==> config.mk <==
export PLATFORM = sky130hd
export DESIGN_NAME = online_v_residual_unit_flat
export DESIGN_NICKNAME = d
export VERILOG_FILES = /design/src/rtl/online_v_residual_unit_if.sv /design/src/rtl/online_v_residual_unit.sv /design/src/flat_wrapper.sv
export SDC_FILE = /design/constraint.sdc
export NUM_CORES = 1
export LEC_CHECK = 0
export CAP_MARGIN = 5
export CORE_MARGIN = 1.5
export CORE_UTILIZATION = 53
export DETAILED_ROUTE_END_ITERATION = 7
export GPL_ROUTABILITY_DRIVEN = 0
export GPL_TIMING_DRIVEN = 0
export PLACE_DENSITY = 0.85
export SYNTH_ARGS = -nofsm -noshare
export SYNTH_HDL_FRONTEND = slang
export SYNTH_HIERARCHICAL = 1
export SYNTH_SLANG_ARGS = --single-unit
==> constraint.sdc <==
create_clock -name clk -period 4.5 [get_ports clk]
set_input_delay 0.675 -clock clk [delete_from_list [all_inputs] [get_ports clk]]
set_output_delay 0.675 -clock clk [all_outputs]
set_load 0.1 [all_outputs]
==> src/rtl/online_v_residual_unit_if.sv <==
// Handshake bundle for online_v_residual_unit: chunk stream in, v chunk/upper out,
// start/q-digit control handshakes.
interface online_v_residual_unit_if #(
  parameter int W          = 4,
  parameter int UPPER_BITS = 6
);
  logic                  start;
  logic [UPPER_BITS-1:0] res_upper_plus;
  logic [UPPER_BITS-1:0] res_upper_minus;
  logic [1:0]            x_digit;
  logic                  chunk_valid;
  logic                  chunk_ready;
  logic [W-1:0]          q_plus_vec;
  logic [W-1:0]          q_minus_vec;
  logic [W-1:0]          residue_plus;
  logic [W-1:0]          residue_minus;
  logic [W-1:0]          v_plus_vec;
  logic [W-1:0]          v_minus_vec;
  logic                  v_chunk_valid;
  logic [UPPER_BITS-1:0] v_upper_plus;
  logic [UPPER_BITS-1:0] v_upper_minus;
  logic [1:0]            q_value;
  logic                  q_valid;
  logic                  q_ready;
  logic                  busy;

  modport master (
    output start, res_upper_plus, res_upper_minus, x_digit, chunk_valid,
           q_plus_vec, q_minus_vec, residue_plus, residue_minus, q_ready,
    input  chunk_ready, v_plus_vec, v_minus_vec, v_chunk_valid,
           v_upper_plus, v_upper_minus, q_value, q_valid, busy
  );

  modport slave (
    input  start, res_upper_plus, res_upper_minus, x_digit, chunk_valid,
           q_plus_vec, q_minus_vec, residue_plus, residue_minus, q_ready,
    output chunk_ready, v_plus_vec, v_minus_vec, v_chunk_valid,
           v_upper_plus, v_upper_minus, q_value, q_valid, busy
  );
endinterface

==> src/rtl/online_v_residual_unit.sv <==
// Residual word accumulator and quotient-digit selector for the online divider.
// Define V_BORROW_RESOLVE_EN to buffer chunks and resolve the exact borrow before selection.
module online_v_chunk_add #(
  parameter int W = 4
) (
  input  logic [W-1:0] a,
  input  logic [W-1:0] b,
  input  logic         cin,
  output logic [W-1:0] sum,
  output logic         cout
);
  assign {cout, sum} = {1'b0, a} + {1'b0, b} + (W+1)'(cin);
endmodule

module online_v_residual_unit #(
  parameter int UNROLLING  = 4,
  parameter int NUM_CHUNKS = 8,
  parameter int UPPER_BITS = 6,
  parameter int SEL_BITS   = 4,
  parameter int CNT_W      = $clog2(NUM_CHUNKS)
) (
  input  logic                      clk,
  input  logic                      async_clear_n,
  online_v_residual_unit_if.slave   bus
);
  localparam int W = UNROLLING;
  // Selection window: S is zero below SEL_LO, all-ones at or above SEL_HI
  localparam logic [UPPER_BITS:0] SEL_LO = (UPPER_BITS+1)'(1) << (UPPER_BITS - SEL_BITS);
  localparam logic [UPPER_BITS:0] SEL_HI = ((UPPER_BITS+1)'(1) << UPPER_BITS) - SEL_LO;

  typedef enum logic [2:0] {
    IDLE,
    ACCUM,
    UPPER,
`ifdef V_BORROW_RESOLVE_EN
    RESOLVE,
`endif
    DONE
  } state_t;

  state_t state, state_nxt;

  // rail 0 = plus vector, rail 1 = minus vector
  logic [1:0][W-1:0]     add_a, add_b, add_sum;
  logic [1:0]            add_cout, cin;
  logic [CNT_W-1:0]      cnt;
  logic [UPPER_BITS-1:0] up_lat_p, up_lat_m, up_nxt_p, up_nxt_m;
  logic [1:0]            x_lat;
  logic                  accept, last_beat, done_entry;
  logic [UPPER_BITS-1:0] sel_p, sel_m, v_full;
  logic                  b_fin;
  logic [1:0]            q_sel;

  assign add_a = {bus.q_minus_vec, bus.q_plus_vec};
  assign add_b = {bus.residue_minus, bus.residue_plus};

  for (genvar g = 0; g < 2; g++) begin : g_rail
    online_v_chunk_add #(.W(W)) u_add (
      .a    (add_a[g]),
      .b    (add_b[g]),
      .cin  (cin[g]),
      .sum  (add_sum[g]),
      .cout (add_cout[g])
    );
  end

  assign bus.chunk_ready = (state == ACCUM);
  assign bus.busy        = (state != IDLE);
  assign accept          = bus.chunk_valid & bus.chunk_ready;
  assign last_beat       = accept && (cnt == CNT_W'(NUM_CHUNKS - 1));
  assign up_nxt_p        = up_lat_p + UPPER_BITS'(cin[0]) + UPPER_BITS'(x_lat[1]);
  assign up_nxt_m        = up_lat_m + UPPER_BITS'(cin[1]) + UPPER_BITS'(x_lat[0]);

`ifdef V_BORROW_RESOLVE_EN
  logic [NUM_CHUNKS-1:0][1:0][W-1:0] chunk_buf;
  logic [NUM_CHUNKS-1:0]             buf_vld;
  logic [1:0][W-1:0]                 rd_data;
  logic [CNT_W:0]                    rd_cnt;
  logic [CNT_W-1:0]                  rd_idx;
  logic                              rd_vld, borrow, borrow_nxt, rd_issue, rd_last;

  assign rd_idx   = rd_cnt[CNT_W-1:0];
  assign rd_issue = rd_cnt < (CNT_W+1)'(NUM_CHUNKS);
  assign rd_last  = rd_cnt == (CNT_W+1)'(NUM_CHUNKS);

  // plus - minus - b < 0  <=>  plus < minus + b
  always_comb begin
    borrow_nxt = borrow;
    if (rd_vld)
      borrow_nxt = {1'b0, rd_data[0]} < ({1'b0, rd_data[1]} + (W+1)'(borrow));
  end

  always_ff @(posedge clk)
    if (accept) chunk_buf[cnt] <= add_sum;

  always_ff @(posedge clk or negedge async_clear_n) begin
    if (!async_clear_n) begin
      buf_vld <= '0;
      rd_data <= '0;
      rd_cnt  <= '0;
      rd_vld  <= 1'b0;
      borrow  <= 1'b0;
    end else begin
      if (state == IDLE && bus.start) buf_vld <= '0;
      else if (accept)                buf_vld[cnt] <= 1'b1;
      if (state == UPPER) begin
        rd_cnt <= '0;
        rd_vld <= 1'b0;
        borrow <= 1'b0;
      end else if (state == RESOLVE) begin
        rd_cnt <= rd_cnt + (CNT_W+1)'(1);
        borrow <= borrow_nxt;
        rd_vld <= rd_issue && buf_vld[rd_idx];
        if (rd_issue) rd_data <= chunk_buf[rd_idx];
      end
    end
  end

  assign sel_p = bus.v_upper_plus;
  assign sel_m = bus.v_upper_minus;
  assign b_fin = borrow_nxt;
`else
  // Truncated estimate: select straight from the upper sums as they are formed
  assign sel_p = up_nxt_p;
  assign sel_m = up_nxt_m;
  assign b_fin = 1'b0;
`endif

  always_comb begin
    q_sel  = 2'b00;
    v_full = sel_p - sel_m - UPPER_BITS'(b_fin);
    if ({1'b0, v_full} >= SEL_LO && {1'b0, v_full} < SEL_HI)
      q_sel = v_full[UPPER_BITS-1] ? 2'b01 : 2'b10;
  end

  always_ff @(posedge clk or negedge async_clear_n)
    if (!async_clear_n) state <= IDLE;
    else                state <= state_nxt;

  always_comb begin
    state_nxt = state;
    case (state)
      IDLE:  if (bus.start) state_nxt = ACCUM;
      ACCUM: if (last_beat) state_nxt = UPPER;
`ifdef V_BORROW_RESOLVE_EN
      UPPER:   state_nxt = RESOLVE;
      RESOLVE: if (rd_last) state_nxt = DONE;
`else
      UPPER:   state_nxt = DONE;
`endif
      DONE:  if (bus.q_valid && bus.q_ready) state_nxt = IDLE;
      default: state_nxt = IDLE;
    endcase
  end

  assign done_entry = (state != DONE) && (state_nxt == DONE);

  always_ff @(posedge clk or negedge async_clear_n) begin
    if (!async_clear_n) begin
      cin               <= '0;
      cnt               <= '0;
      up_lat_p          <= '0;
      up_lat_m          <= '0;
      x_lat             <= '0;
      bus.v_plus_vec    <= '0;
      bus.v_minus_vec   <= '0;
      bus.v_chunk_valid <= 1'b0;
      bus.v_upper_plus  <= '0;
      bus.v_upper_minus <= '0;
      bus.q_value       <= '0;
      bus.q_valid       <= 1'b0;
    end else begin
      bus.v_chunk_valid <= accept;
      if (state == IDLE && bus.start) begin
        cin      <= '0;
        cnt      <= '0;
        up_lat_p <= bus.res_upper_plus;
        up_lat_m <= bus.res_upper_minus;
        x_lat    <= bus.x_digit;
      end
      if (accept) begin
        bus.v_plus_vec  <= add_sum[0];
        bus.v_minus_vec <= add_sum[1];
        cin             <= add_cout;
        cnt             <= cnt + CNT_W'(1);
      end
      if (state == UPPER) begin
        bus.v_upper_plus  <= up_nxt_p;
        bus.v_upper_minus <= up_nxt_m;
      end
      if (done_entry) begin
        bus.q_value <= q_sel;
        bus.q_valid <= 1'b1;
      end else if (state == DONE && bus.q_valid && bus.q_ready) begin
        bus.q_valid <= 1'b0;
      end
    end
  end
endmodule
==> src/flat_wrapper.sv <==
// flat-port wrapper written by rule: the top's interface ports become plain ports
module online_v_residual_unit_flat 
#(
  parameter int UNROLLING  = 4,
  parameter int NUM_CHUNKS = 8,
  parameter int UPPER_BITS = 6,
  parameter int SEL_BITS   = 4,
  parameter int CNT_W      = $clog2(NUM_CHUNKS)
)
  (clk, async_clear_n, bus_start, bus_res_upper_plus, bus_res_upper_minus, bus_x_digit, bus_chunk_valid, bus_q_plus_vec, bus_q_minus_vec, bus_residue_plus, bus_residue_minus, bus_q_ready, bus_chunk_ready, bus_v_plus_vec, bus_v_minus_vec, bus_v_chunk_valid, bus_v_upper_plus, bus_v_upper_minus, bus_q_value, bus_q_valid, bus_busy);
  online_v_residual_unit_if #(.UPPER_BITS(UPPER_BITS)) bus_i ();
  input  logic clk;
  input  logic async_clear_n;
  input wire logic [$bits(bus_i.start)-1:0] bus_start;
  input wire logic [$bits(bus_i.res_upper_plus)-1:0] bus_res_upper_plus;
  input wire logic [$bits(bus_i.res_upper_minus)-1:0] bus_res_upper_minus;
  input wire logic [$bits(bus_i.x_digit)-1:0] bus_x_digit;
  input wire logic [$bits(bus_i.chunk_valid)-1:0] bus_chunk_valid;
  input wire logic [$bits(bus_i.q_plus_vec)-1:0] bus_q_plus_vec;
  input wire logic [$bits(bus_i.q_minus_vec)-1:0] bus_q_minus_vec;
  input wire logic [$bits(bus_i.residue_plus)-1:0] bus_residue_plus;
  input wire logic [$bits(bus_i.residue_minus)-1:0] bus_residue_minus;
  input wire logic [$bits(bus_i.q_ready)-1:0] bus_q_ready;
  output wire logic [$bits(bus_i.chunk_ready)-1:0] bus_chunk_ready;
  output wire logic [$bits(bus_i.v_plus_vec)-1:0] bus_v_plus_vec;
  output wire logic [$bits(bus_i.v_minus_vec)-1:0] bus_v_minus_vec;
  output wire logic [$bits(bus_i.v_chunk_valid)-1:0] bus_v_chunk_valid;
  output wire logic [$bits(bus_i.v_upper_plus)-1:0] bus_v_upper_plus;
  output wire logic [$bits(bus_i.v_upper_minus)-1:0] bus_v_upper_minus;
  output wire logic [$bits(bus_i.q_value)-1:0] bus_q_value;
  output wire logic [$bits(bus_i.q_valid)-1:0] bus_q_valid;
  output wire logic [$bits(bus_i.busy)-1:0] bus_busy;
  assign bus_i.start = bus_start;
  assign bus_i.res_upper_plus = bus_res_upper_plus;
  assign bus_i.res_upper_minus = bus_res_upper_minus;
  assign bus_i.x_digit = bus_x_digit;
  assign bus_i.chunk_valid = bus_chunk_valid;
  assign bus_i.q_plus_vec = bus_q_plus_vec;
  assign bus_i.q_minus_vec = bus_q_minus_vec;
  assign bus_i.residue_plus = bus_residue_plus;
  assign bus_i.residue_minus = bus_residue_minus;
  assign bus_i.q_ready = bus_q_ready;
  assign bus_chunk_ready = bus_i.chunk_ready;
  assign bus_v_plus_vec = bus_i.v_plus_vec;
  assign bus_v_minus_vec = bus_i.v_minus_vec;
  assign bus_v_chunk_valid = bus_i.v_chunk_valid;
  assign bus_v_upper_plus = bus_i.v_upper_plus;
  assign bus_v_upper_minus = bus_i.v_upper_minus;
  assign bus_q_value = bus_i.q_value;
  assign bus_q_valid = bus_i.q_valid;
  assign bus_busy = bus_i.busy;
  online_v_residual_unit #(.UNROLLING(UNROLLING), .NUM_CHUNKS(NUM_CHUNKS), .UPPER_BITS(UPPER_BITS), .SEL_BITS(SEL_BITS), .CNT_W(CNT_W)) u_core (.clk(clk), .async_clear_n(async_clear_n), .bus(bus_i));
endmodule
* After elaboration in Yosys (flattened, before gate mapping)
Cells that the tools add are included.
Word-level totals: register bits 46, output and inout port bits 26, word-level logic and storage cells 55
Cells by class: $add $sub $neg 10, $lt $le $gt $ge 2, eq/ne operators 6, muxes and demuxes 12, bitwise logic cells 1, reductions and logical operators 11
Operators by type and width (number):
- adder 6 x 1 -> 6 bit | 4
- 2-to-1 mux 3 bit | 5
- case mux 3 bit (4 select lines) | 1
- adder 4 x 4 -> 5 bit | 2
- adder 5 x 1 -> 5 bit | 2
- == test 3 x 2 -> 1 bit (second input constant) | 3
- 2-to-1 mux 2 bit | 4
- logical AND 1 bit | 7
- greater-or-equal comparator 6 x 3 -> 1 bit (second input constant) | 1
- less-than comparator 6 bit (second input constant) | 1
- subtractor 6 bit | 1
- nonzero test 2 bit | 2
- adder 3 x 1 -> 3 bit (second input constant) | 1
- == test 3 x 1 -> 1 bit (second input constant) | 1
- == test 3 bit (second input constant) | 1
- zero test 3 bit | 1
- inequality test 3 x 2 -> 1 bit (second input constant) | 1
- nonzero test 3 bit | 1
- 2-to-1 mux 1 bit | 2
- bitwise AND 1 bit | 1

* Logic depth before layout (Yosys ltp)
depth in word-level cells 8, gate-level depth with buffers 12, gate-level depth less buffers 12

* Cells and area by module
Netlist, hierarchy kept.
By module, submodules not included:
- online_v_residual_unit | times used 1, cells each 200, area an instance 2204.6 µm², seq. area each 1151.1 µm²
- online_v_chunk_add | times used 2, cells each 16, area an instance 143.9 µm², seq. area each 0.0 µm²

* Least setup slack after synthesis
Ideal clock, no wire load.
path kind register to register, from register u_core.state[2], to register u_core.bus.v_minus_vec[3], library setup time 125 ps, arrival time 2554 ps, path slack 1821 ps, cell stages (with the launch flop) 6, path buffers 2, period minus slack after synthesis 2679 ps, path through dfrtp_1 > nor3b_2 > and2_1 > buf_2 > buf_4 > mux2_2
Between the ends: longest elaborated chain between the ends 2
RTL lines:
- start: declaration | line online_v_residual_unit.sv:41 | state_t state, state_nxt;
- start signal: assignment | line online_v_residual_unit.sv:138 | else state <= state_nxt;
- == test 3 x 1 -> 1 bit | line online_v_residual_unit.sv:67 | assign bus.chunk_ready = (state == ACCUM);
- net bus_chunk_ready | line flat_wrapper.sv:24 | output wire logic [$bits(bus_i.chunk_ready)-1:0] bus_chunk_ready;
- bitwise AND 1 bit | line online_v_residual_unit.sv:69 | assign accept = bus.chunk_valid & bus.chunk_ready;
- net u_core.accept | line online_v_residual_unit.sv:49 | logic accept, last_beat, done_entry;
- end signal: assignment | line online_v_residual_unit.sv:183 | bus.v_minus_vec <= add_sum[1];
- end: declaration | line online_v_residual_unit_if.sv:37 | output chunk_ready, v_plus_vec, v_minus_vec, v_chunk_valid,
The timed path passes the listed nets, and every way through them passes these cells. A chain may end at the register's enable or synchronous reset.

* Worst setup path in the final report
from register u_core.state[2], to output port bus_chunk_ready
Between the ends: longest elaborated chain between the ends 1
RTL lines (line):
- == test 3 x 1 -> 1 bit | online_v_residual_unit.sv:67
- end: declaration | flat_wrapper.sv:24
Every way passes these cells.

==> impl_results.md <==
* # diodes at 0
* Detailed-route via count at 1846
* Final WL at 4820 um
* Setup violators final at 0
* Post-layout nets at 357
* CTS tree: built
* HPWL Detailed at 3810 um
* Largest area contributor in the netlist: dfrtp_1
* Unrepaired setup endpoints after global routing: no
* Power per standard cell area at 477 nW/um2
* Root Driver: clkbuf_8
* Initial antenna violation count at 0
* I/O pin cnt at 61
* Largest net degree at the start of global routing at 30
* Clock Skews at 0.00941 ns
* Slew Limit Fails at 0
* Netlist cell types at 38
* Fmax at 356 MHz
* Post-route minimum period at 2.81 ns
* Synth Area per Inst at 10.7 um2
* Worst EP required at 3.83 ns
* DRC viols at 3
* Post-layout util at 73.5%
* Htree depth at 2
* Synth top area share at 46.2%
* Area delta synth->final at 31.0%
* Site Rows at 24
* Setup TNS at 0 ns
* CTS resizes at 0
* Final Hold Vio Count at 0
* Die Width at 71.6 um
* Asr flop ratio synth at 100%
* Clock sinks at 46
* Failing checks: design-rule violations
* Routed Antenna Nets at 0
* Worst slew pin tran at 0.978 ns
* Internal at 0.876 mW
* Clock network power share at 16.4%
* Post-CTS setup repair buffer count at 0
* Switching Share at 43.8%
* Part of the power in registers at 33.6%
* Setup CP Type: flip-flop to output port
* Switching Power at 0.682 mW
* R2R cell count at 11
* Final period util at 62.4%
* Sequential share of the synthesized area at 46.2%
* Worst-path clk slew at 0.08 ns
* Mapped Nets at 289
* Maximum clock path buffer count at 2
* Count leader, synth: dfrtp_1
* Total grt overflow at 0
* Post-synth EDFFs at 0
* Slew margin rel. at 34.6%
* Hold Crit Class: input pin to asynchronous set/reset pin
* Min setup slack post-route at 1.69 ns
* Static leakage at 1.50 nW
* Post-route cell area at 3260 um2
* Pre-antenna DRT Iters at 8
* Mapped cell area at 2490 um2
* First-pass GRT wire length at 8200 um
* Worst Path Arrival at 2.13 ns
* Area of the die at 5120 um2
* Critical Path End Type: output port
* Vias per inst at 5.23
* Hold Slack at 0.301 ns
* Synth cell count leaders: 46 x dfrtp_1, 36 x nand2_1, 23 x inv_1, 19 x mux2_2, 16 x o21ai_0
* Ys Warns at 6
* Vias in the first global route at 1786
* Status: finished with violations
* Num CTS Buffers at 5
* Starting DRC count in detailed routing at 157
* Post-Synthesis Cells at 232
* Port bufs at 60
* Dpl cell area at 3170 um2
* Worst-path fanout max at 3
* Latest clock arrival within the worst-skew pair at 0.30 ns
* VDD IR-drop max at 0.333 mV
* Max-capacitance violation count at 0
* Comb pwr share at 50.0%
* Prevailing post-synth register cell: dfrtp_1
* FF+latch count, synth at 46
* All-layer global routing usage at 20.6%
* Die Y at 71.6 um
* Hold_buf cts at 0
* Pre-CTS setup slack at 1.77 ns
* Layout cells sized above 1 at 13.3%
* Core Region at 4440 um2
* Nature of the critical path startpoint: flip-flop
* Initial core utilization at 56.1%
* WL/cell at 13.7 um
* Synth top area cells: dfrtp_1 46%, mux2_2 8.6%, ha_1 7.5%
layout make-up:
| type | count | area, um2 |
|---|---|---|
| clock buffer | 7 | 86.3 |
| multi-input combinational | 156 | 1220 |
| buffer | 7 | 36.3 |
| inverter | 23 | 86.3 |
| sequential | 46 | 1150 |
| fill | 343 | 1180 |
| timing repair buffer | 61 | 616 |
| clock inverter | 1 | 5.00 |
| tap | 52 | 65.1 |
cells in the final DEF (no fill, tap or decap), types with 3 or more instances in the layout:
cell type / netlist / routed
a21oi_1: 5 / 5
a22o_1: 4 / 4
buf_2: 2 / 3
clkbuf_1: 3 / 4
clkbuf_8: 0 / 6
clkdlybuf4s50_1: 0 / 59
dfrtp_1: 46 / 46
fa_1: 7 / 7
ha_1: 15 / 15
inv_1: 23 / 23
mux2_2: 19 / 19
nand2_1: 36 / 36
nand2b_1: 3 / 3
nand3_1: 3 / 3
nor2_1: 5 / 5
nor2b_1: 7 / 7
o21ai_0: 16 / 16
xnor2_1: 10 / 10
xor2_1: 4 / 4
metrics by stage:
| stage | std cells | total power [mW] |
|---|---|---|
| finish | 353 | 1.56 |
| global route | 353 | 1.65 |
| CTS | 353 | 1.56 |
| detailed placement | 345 | 1.30 |
| global placement | 344 | 1.27 |
| floorplan | 232 | 1.11 |
cell families (layout without fill, tap and decap cells):
kind of cell | after synthesis | count (layout) | share of synthesized area (%)
AO/OA/AOI/OAI | 37 | 37 | 9.69
other | 1 | 1 | 0.150
buffers and inverters | 30 | 99 | 4.92
XOR/XNOR | 15 | 15 | 5.57
AND/OR/NAND/NOR | 62 | 62 | 11.7
multiplexers | 19 | 19 | 8.58
adder cells (fa/ha/maj) | 22 | 22 | 13.2
flip-flops | 46 | 46 | 46.2
flip-flops by register name, indices dropped and copies added (netlist names):
register,cells
u_core/bus.q_valid,1
u_core/x_lat,2
u_core/up_lat_p,6
u_core/bus.v_upper_minus,6
u_core/bus.v_upper_plus,6
u_core/state,3
u_core/up_lat_m,6
u_core/bus.q_value,2
u_core/cin,2
u_core/bus.v_chunk_valid,1
u_core/cnt,3
u_core/bus.v_minus_vec,4
u_core/bus.v_plus_vec,4
power by group through the flow:
stage	clock (mW)	sequential (mW)	combinational, mW
finish	0.255	0.524	0.779
global route	0.280	0.533	0.832
CTS	0.260	0.525	0.773
detailed placement	0	0.532	0.767
global placement	0	0.530	0.742
floorplan	0	0.761	0.344
layer usage:
layer / vias to the layer above / part of all wire (%) / track usage, % / wire length [um]
li1: 900 / - / - / -
met2: 68 / 49 / 34.0 / 2380
met1: 872 / 44 / 27.5 / 2140
met4: 0 / 0.81 / 6.08 / 39
met3: 6 / 5.5 / 4.92 / 265
met5: - / 0 / 0 / 0
path summary, 6_finish.rpt:
kind / from / to / slack (ns)
max: u_core/state[2] / bus_chunk_ready / 1.69
max in group asynchronous: async_clear_n / u_core/cin[1] / 3.71
min in group clk: u_core/bus.v_upper_minus[2] / u_core/bus.v_upper_minus[2] / 0.48
min reg2reg: u_core/bus.v_upper_minus[2] / u_core/bus.v_upper_minus[2] / 0.48
max reg2reg: u_core/cin[0] / u_core/bus.q_value[0] / 1.70
min: async_clear_n / u_core/bus.v_upper_plus[5] / 0.30
worst max-delay path: stages, from the launching register on:
cell	delay [ns]
dfrtp_1	0.41
nor3b_2	0.26
clkdlybuf4s50_1	1.17
Note: power is estimated with default switching activity, not from simulation.
